### src/rtl/mem_arb_pkg.sv
// Shared types for the memory access arbiter: sequencer state encoding and wait-counter width.
package mem_arb_pkg;
    localparam int LAT_W = 4;

    typedef enum logic [1:0] {
        IDLE,
        ISSUE,
        WAIT,
        DONE
    } arb_state_e;

    function automatic logic [1:0] onehot2(input logic idx);
        return idx ? 2'b10 : 2'b01;
    endfunction
endpackage

### src/rtl/mem_access_arbiter_if.sv
// Requester and memory-port bundle for mem_access_arbiter; index [n] belongs to requester n.
interface mem_access_arbiter_if #(
    parameter int ADDR_W = 8,
    parameter int DATA_W = 8
);
    logic [1:0]             req;
    logic [1:0]             rw;
    logic [1:0][ADDR_W-1:0] addr;
    logic [1:0][DATA_W-1:0] wdata;
    logic [1:0]             grant;
    logic [1:0]             done;
    logic [1:0][DATA_W-1:0] rdata;
    logic                   mem_en;
    logic                   mem_wr;
    logic [ADDR_W-1:0]      mem_addr;
    logic [DATA_W-1:0]      mem_wdata;
    logic [DATA_W-1:0]      mem_rdata;
    logic                   busy;

    // master: the requesters plus the memory itself
    modport master (
        output req, rw, addr, wdata, mem_rdata,
        input  grant, done, rdata, mem_en, mem_wr, mem_addr, mem_wdata, busy
    );

    modport slave (
        input  req, rw, addr, wdata, mem_rdata,
        output grant, done, rdata, mem_en, mem_wr, mem_addr, mem_wdata, busy
    );
endinterface

### src/rtl/mem_access_arbiter_arb_rr2.sv
// arb_rr2: combinational two-request picker; round-robin on ptr, or requester 0 always
// wins a tie when MEM_ARB_FIXED_PRIO_EN is defined.
module arb_rr2 (
    input  logic req0,
    input  logic req1,
    input  logic ptr,
    output logic winner,
    output logic any
);
    assign any = req0 | req1;

`ifdef MEM_ARB_FIXED_PRIO_EN
    logic unused_ptr;
    assign unused_ptr = ptr;
    assign winner     = ~req0;
`else
    assign winner = (req0 & req1) ? ptr : req1;
`endif
endmodule

### src/rtl/mem_access_arbiter.sv
// Two-port arbiter/sequencer for the on-chip data memory: IDLE -> ISSUE -> WAIT(MEM_LAT) -> DONE.
// Build option MEM_ARB_FIXED_PRIO_EN replaces round-robin with fixed priority to requester 0.
module mem_access_arbiter
    import mem_arb_pkg::*;
#(
    parameter int ADDR_W  = 8,
    parameter int DATA_W  = 8,
    parameter int MEM_LAT = 2
) (
    input  logic                 clk,
    input  logic                 reset,
    mem_access_arbiter_if.slave  bus
);
    localparam logic [LAT_W-1:0] LAT_LD = LAT_W'(MEM_LAT);

    arb_state_e       state_q, state_d;
    logic [LAT_W-1:0] cnt_q;
    logic             win_q, win_d, rw_q;
    logic             pick, any, ptr;
    logic             issue_go, last_wait;
    logic [1:0]       grant_d, done_d;
    logic             mem_en_d, mem_wr_d, busy_d;

`ifdef MEM_ARB_FIXED_PRIO_EN
    assign ptr = 1'b0;
`else
    logic ptr_q;
    assign ptr = ptr_q;

    // after a completed access the other requester gets first claim on a tie
    always_ff @(posedge clk) begin
        if (reset)                 ptr_q <= 1'b0;
        else if (state_q == DONE)  ptr_q <= ~win_q;
    end
`endif

    arb_rr2 u_pick (
        .req0   (bus.req[0]),
        .req1   (bus.req[1]),
        .ptr    (ptr),
        .winner (pick),
        .any    (any)
    );

    assign issue_go  = (state_q == IDLE) && any;
    assign last_wait = (state_q == WAIT) && (cnt_q == LAT_W'(1));

    always_comb begin
        state_d = state_q;
        case (state_q)
            IDLE:    if (any) state_d = ISSUE;
            ISSUE:   state_d = WAIT;
            WAIT:    if (cnt_q == LAT_W'(1)) state_d = DONE;
            DONE:    state_d = IDLE;
            default: state_d = IDLE;
        endcase
    end

    // outputs are computed from the next state so the registered copies line up with state_q
    always_comb begin
        win_d    = issue_go ? pick : win_q;
        grant_d  = (state_d != IDLE) ? onehot2(win_d) : 2'b00;
        done_d   = (state_d == DONE) ? onehot2(win_q) : 2'b00;
        mem_en_d = issue_go;
        mem_wr_d = issue_go & bus.rw[pick];
        busy_d   = (state_d != IDLE);
    end

    always_ff @(posedge clk) begin
        if (reset) begin
            state_q       <= IDLE;
            cnt_q         <= '0;
            win_q         <= 1'b0;
            rw_q          <= 1'b0;
            bus.grant     <= '0;
            bus.done      <= '0;
            bus.rdata     <= '0;
            bus.mem_en    <= 1'b0;
            bus.mem_wr    <= 1'b0;
            bus.mem_addr  <= '0;
            bus.mem_wdata <= '0;
            bus.busy      <= 1'b0;
        end else begin
            state_q    <= state_d;
            win_q      <= win_d;
            bus.grant  <= grant_d;
            bus.done   <= done_d;
            bus.mem_en <= mem_en_d;
            bus.mem_wr <= mem_wr_d;
            bus.busy   <= busy_d;
            // mem_addr/mem_wdata double as the latched request; requester inputs are free after this
            if (issue_go) begin
                rw_q          <= bus.rw[pick];
                bus.mem_addr  <= bus.addr[pick];
                bus.mem_wdata <= bus.wdata[pick];
            end
            if (state_q == ISSUE)     cnt_q <= LAT_LD;
            else if (state_q == WAIT) cnt_q <= cnt_q - LAT_W'(1);
            if (last_wait && !rw_q)   bus.rdata[win_q] <= bus.mem_rdata;
        end
    end
endmodule

### src/flat_wrapper.sv
// flat-port wrapper written by rule: the top's interface ports become plain ports
module mem_access_arbiter_flat import mem_arb_pkg::*;
#(
    parameter int ADDR_W  = 8,
    parameter int DATA_W  = 8,
    parameter int MEM_LAT = 2
)
  (clk, reset, bus_req, bus_rw, bus_addr, bus_wdata, bus_mem_rdata, bus_grant, bus_done, bus_rdata, bus_mem_en, bus_mem_wr, bus_mem_addr, bus_mem_wdata, bus_busy);
  mem_access_arbiter_if #(.ADDR_W(ADDR_W), .DATA_W(DATA_W)) bus_i ();
  input  logic clk;
  input  logic reset;
  input wire logic [$bits(bus_i.req)-1:0] bus_req;
  input wire logic [$bits(bus_i.rw)-1:0] bus_rw;
  input wire logic [$bits(bus_i.addr)-1:0] bus_addr;
  input wire logic [$bits(bus_i.wdata)-1:0] bus_wdata;
  input wire logic [$bits(bus_i.mem_rdata)-1:0] bus_mem_rdata;
  output wire logic [$bits(bus_i.grant)-1:0] bus_grant;
  output wire logic [$bits(bus_i.done)-1:0] bus_done;
  output wire logic [$bits(bus_i.rdata)-1:0] bus_rdata;
  output wire logic [$bits(bus_i.mem_en)-1:0] bus_mem_en;
  output wire logic [$bits(bus_i.mem_wr)-1:0] bus_mem_wr;
  output wire logic [$bits(bus_i.mem_addr)-1:0] bus_mem_addr;
  output wire logic [$bits(bus_i.mem_wdata)-1:0] bus_mem_wdata;
  output wire logic [$bits(bus_i.busy)-1:0] bus_busy;
  assign bus_i.req = bus_req;
  assign bus_i.rw = bus_rw;
  assign bus_i.addr = bus_addr;
  assign bus_i.wdata = bus_wdata;
  assign bus_i.mem_rdata = bus_mem_rdata;
  assign bus_grant = bus_i.grant;
  assign bus_done = bus_i.done;
  assign bus_rdata = bus_i.rdata;
  assign bus_mem_en = bus_i.mem_en;
  assign bus_mem_wr = bus_i.mem_wr;
  assign bus_mem_addr = bus_i.mem_addr;
  assign bus_mem_wdata = bus_i.mem_wdata;
  assign bus_busy = bus_i.busy;
  mem_access_arbiter #(.ADDR_W(ADDR_W), .DATA_W(DATA_W), .MEM_LAT(MEM_LAT)) u_core (.clk(clk), .reset(reset), .bus(bus_i));
endmodule
### config.mk
export PLATFORM = sky130hd
export DESIGN_NAME = mem_access_arbiter_flat
export DESIGN_NICKNAME = d
export VERILOG_FILES = /design/src/rtl/mem_arb_pkg.sv /design/src/rtl/mem_access_arbiter_if.sv /design/src/rtl/mem_access_arbiter_arb_rr2.sv /design/src/rtl/mem_access_arbiter.sv /design/src/flat_wrapper.sv
export SDC_FILE = /design/constraint.sdc
export NUM_CORES = 1
export LEC_CHECK = 0
export CAP_MARGIN = 10
export CORE_UTILIZATION = 45
export DETAILED_ROUTE_END_ITERATION = 8
export DONT_BUFFER_PORTS = 1
export HOLD_SLACK_MARGIN = 0.1
export MAX_ROUTING_LAYER = met4
export SYNTH_ARGS = -nofsm -noshare
export SYNTH_HDL_FRONTEND = slang
export SYNTH_HIERARCHICAL = 1
export SYNTH_SLANG_ARGS = --single-unit
### constraint.sdc
create_clock -name clk -period 2.2 [get_ports clk]
set_input_delay 0.22 -clock clk [delete_from_list [all_inputs] [get_ports clk]]
set_output_delay 0.22 -clock clk [all_outputs]
set_load 0.02 [all_outputs]
==> reports/summary.txt <==
area added between synthesis and finish -> 8.344%
dominant cell type by area after synthesis -> dfxtp_1
worst hold slack -> 0.1085 ns
outcome -> finished, final reports clean
setup violators final -> 0
chip width -> 70.06 µm
drt drc -> 0
TritonCTS buffer count -> 5
via/cell ratio -> 5.592
PwrDens -> 1248 nW/µm²
max_cap viols -> 0
vias in the first global route -> 1402
gpl congestion -> 0.7472
Setup crit end kind -> register
Detail Route Antenna Nets -> 0
Post-Syn Area -> 2084 µm²
Yosys Warn Count -> 6
PortBufs -> 0
Die ar. -> 4908 µm²
Post-Place Setup Slack -> 0.2881 ns
FMAX -> 0.5302 GHz
clock skew -> 0.004179 ns
Detail Route met3 WL -> 282 µm
peak supply drop -> 0.6758 mV
most frequent cells in the layout -> 48 x dfxtp_1, 34 x mux2i_1, 24 x nand2b_1, 22 x nor2_1, 19 x a211oi_1
H-Tree Depth -> 2
synth unique cells -> 29
Yosys reg bits -> 48
Ports -> 85
setup TNS -> 0 ns
detailed-route wire length per cell -> 16.21 µm
final layout net count -> 255
Sink Count -> 48
Post-CTS Setup Bufs -> 0
DR vias -> 1426
DR iter-0 viols -> 29
Reg clk slew, reported paths -> 0.09 ns
Post-Route WL -> 4134 µm
Metal-1 WL -> 1856 µm
RSZ-0062 raised after global routing -> no
post-synthesis sequential area ratio -> 46.10%
area fraction of the dominant cell type after synthesis -> 46.10%
post-route setup slack -> 0.3139 ns
clock buffer depth -> 2
Startpoint Class -> register
Final Cycle Share -> 85.73%
Slew @ Worst Pin -> 0.5527 ns
final count of pins violating max slew -> 0
Area contributors post-synth -> dfxtp_1 46%, mux2i_1 16%, nand2b_1 7.2%, a211oi_1 6.8%, ha_1 4.2%
gr ovfl total -> 0
core area -> 4414 µm²
global-route wire length before repair -> 6672 µm
pin count of the biggest net entering global routing -> 36
Clk Latency, worst-skew pair -> 0.29 ns
Critical Path RT -> 2.37 ns
initial antenna violation count -> 0
Cell Rows -> 24
Final HPWL DP -> 2961 µm
max layer used -> met4
Slew HR -> 63.03%
fillers -> 416
met2 routed WL -> 1940 µm
crit path max fanout -> 8
Post-Syn Area per Cell -> 10.27 µm²
Crit Path Class -> register to register
Root Buffer -> clkbuf_8
ANT cells -> 0
CTS tree -> built
commonest non-fill, non-tap cell in the layout -> dfxtp_1
Hold-fix buffers, CTS -> 3
chip height -> 70.06 µm
Starting Density -> 47.22%
total power -> 2.819 mW
share of cells above drive strength 1 -> 8.374%
Tmin final -> 1.886 ns
Post-Synthesis Cells -> 203
LEAKAGE -> 0.8640 nW
Total GRT Usage -> 17.53%
HP Class -> input port to register
final hold violation count -> 0
net count after synthesis -> 256
CP Data Arrival Time -> 2.05 ns
detailed-router iteration count before antenna repair -> 4
# resized after CTS -> 0
[cells by family after synthesis]
family	after synthesis	synth area share [%]
AOI/OAI and AO/OA	23	8.044
muxes	34	16.33
buffers and inverters	19	4.022
adders and majority gates	7	4.201
xor gates and xnor gates	3	1.261
and+or+nand+nor	69	20.05
DFF	48	46.10
[per-layer routing]
layer  global-route usage, %  vias up
met5                       -        -
met4                   5.333        0
met3                   6.061        7
met2                   27.88       66
met1                   20.90      647
li1                        -      706
[flip-flops by register name, indices dropped and copies added, names as in the netlist]
| name | cells |
|---|---|
| u_core/bus.rdata | 16 |
| u_core/bus.mem_en | 1 |
| u_core/bus.mem_wr | 1 |
| u_core/ptr | 1 |
| u_core/bus.mem_wdata | 8 |
| u_core/rw_q | 1 |
| u_core/bus.busy | 1 |
| u_core/win_q | 1 |
| u_core/state_q | 2 |
| u_core/cnt_q | 4 |
| u_core/bus.mem_addr | 8 |
| u_core/bus.grant | 2 |
| u_core/bus.done | 2 |
[where the power goes]
group | switching [mW] | total [mW] | internal [mW]
logic | 0.435 | 0.769 | 0.335
registers | 0.348 | 1.43 | 1.08
clock network | 0.285 | 0.622 | 0.336
[cells in the mapped netlist]
cell type,n
dfxtp_1,48
mux2i_1,34
nand2b_1,24
nor2_1,22
a211oi_1,19
clkbuf_1,8
ha_1,7
inv_1,6
nor3_1,6
buf_2,4
a21oi_1,2
nand2_1,2
nor3b_1,2
or2_2,2
or3b_1,2
xnor2_1,2
a21boi_1,1
and2_1,1
buf_6,1
nand4bb_4,1
nor2b_1,1
nor3_4,1
nor4_1,1
nor4b_1,1
nor4b_2,1
nor4bb_1,1
o211ai_1,1
or2_1,1
xor2_1,1
[path summary, 6_finish.rpt]
| check | cells after the start | startpoint | end | slack, ns |
|---|---|---|---|---|
| hold / removal | 2 | reset | u_core/bus.rdata[10]$_SDFFE_PP0P_ | 0.11 |
| setup / recovery | 5 | u_core/state_q[0]$_SDFF_PP0_ | u_core/bus.rdata[9]$_SDFFE_PP0P_ | 0.31 |
| hold reg to reg | 2 | u_core/cnt_q[1]$_SDFFE_PP0P_ | u_core/cnt_q[1]$_SDFFE_PP0P_ | 0.55 |
| setup reg to reg | 5 | u_core/state_q[0]$_SDFF_PP0_ | u_core/bus.rdata[9]$_SDFFE_PP0P_ | 0.31 |
[stage by stage]
stage | util, % | area (µm²) | cells
after detailed placement | 47.73 | 2107 | 244
final | 51.16 | 2258 | 255
after floorplan | - | 2085 | 203
after CTS | 51.16 | 2258 | 255
after global routing | 51.16 | 2258 | 255
after global placement | 47.73 | 2107 | 244
[critical path: stages (launching register included)]
cell and delay, ns:
dfxtp_1 0.35, inv_1 0.12, ha_1 0.35, nand4bb_4 0.15, or3b_1 0.60, mux2i_1 0.19
[layout make-up]
class                   instances  area [µm²]  area share, %
well taps                      52       65.06          2.881
flip-flops and latches         48       960.9          42.55
inverters                       6       22.52         0.9972
clock inverters                 3       42.54          1.884
multi-input cells             136        1044          46.20
repair buffers                  5       55.05          2.438
clock buffers                   5       68.82          3.047
Note: power is estimated with default switching activity, not from simulation.
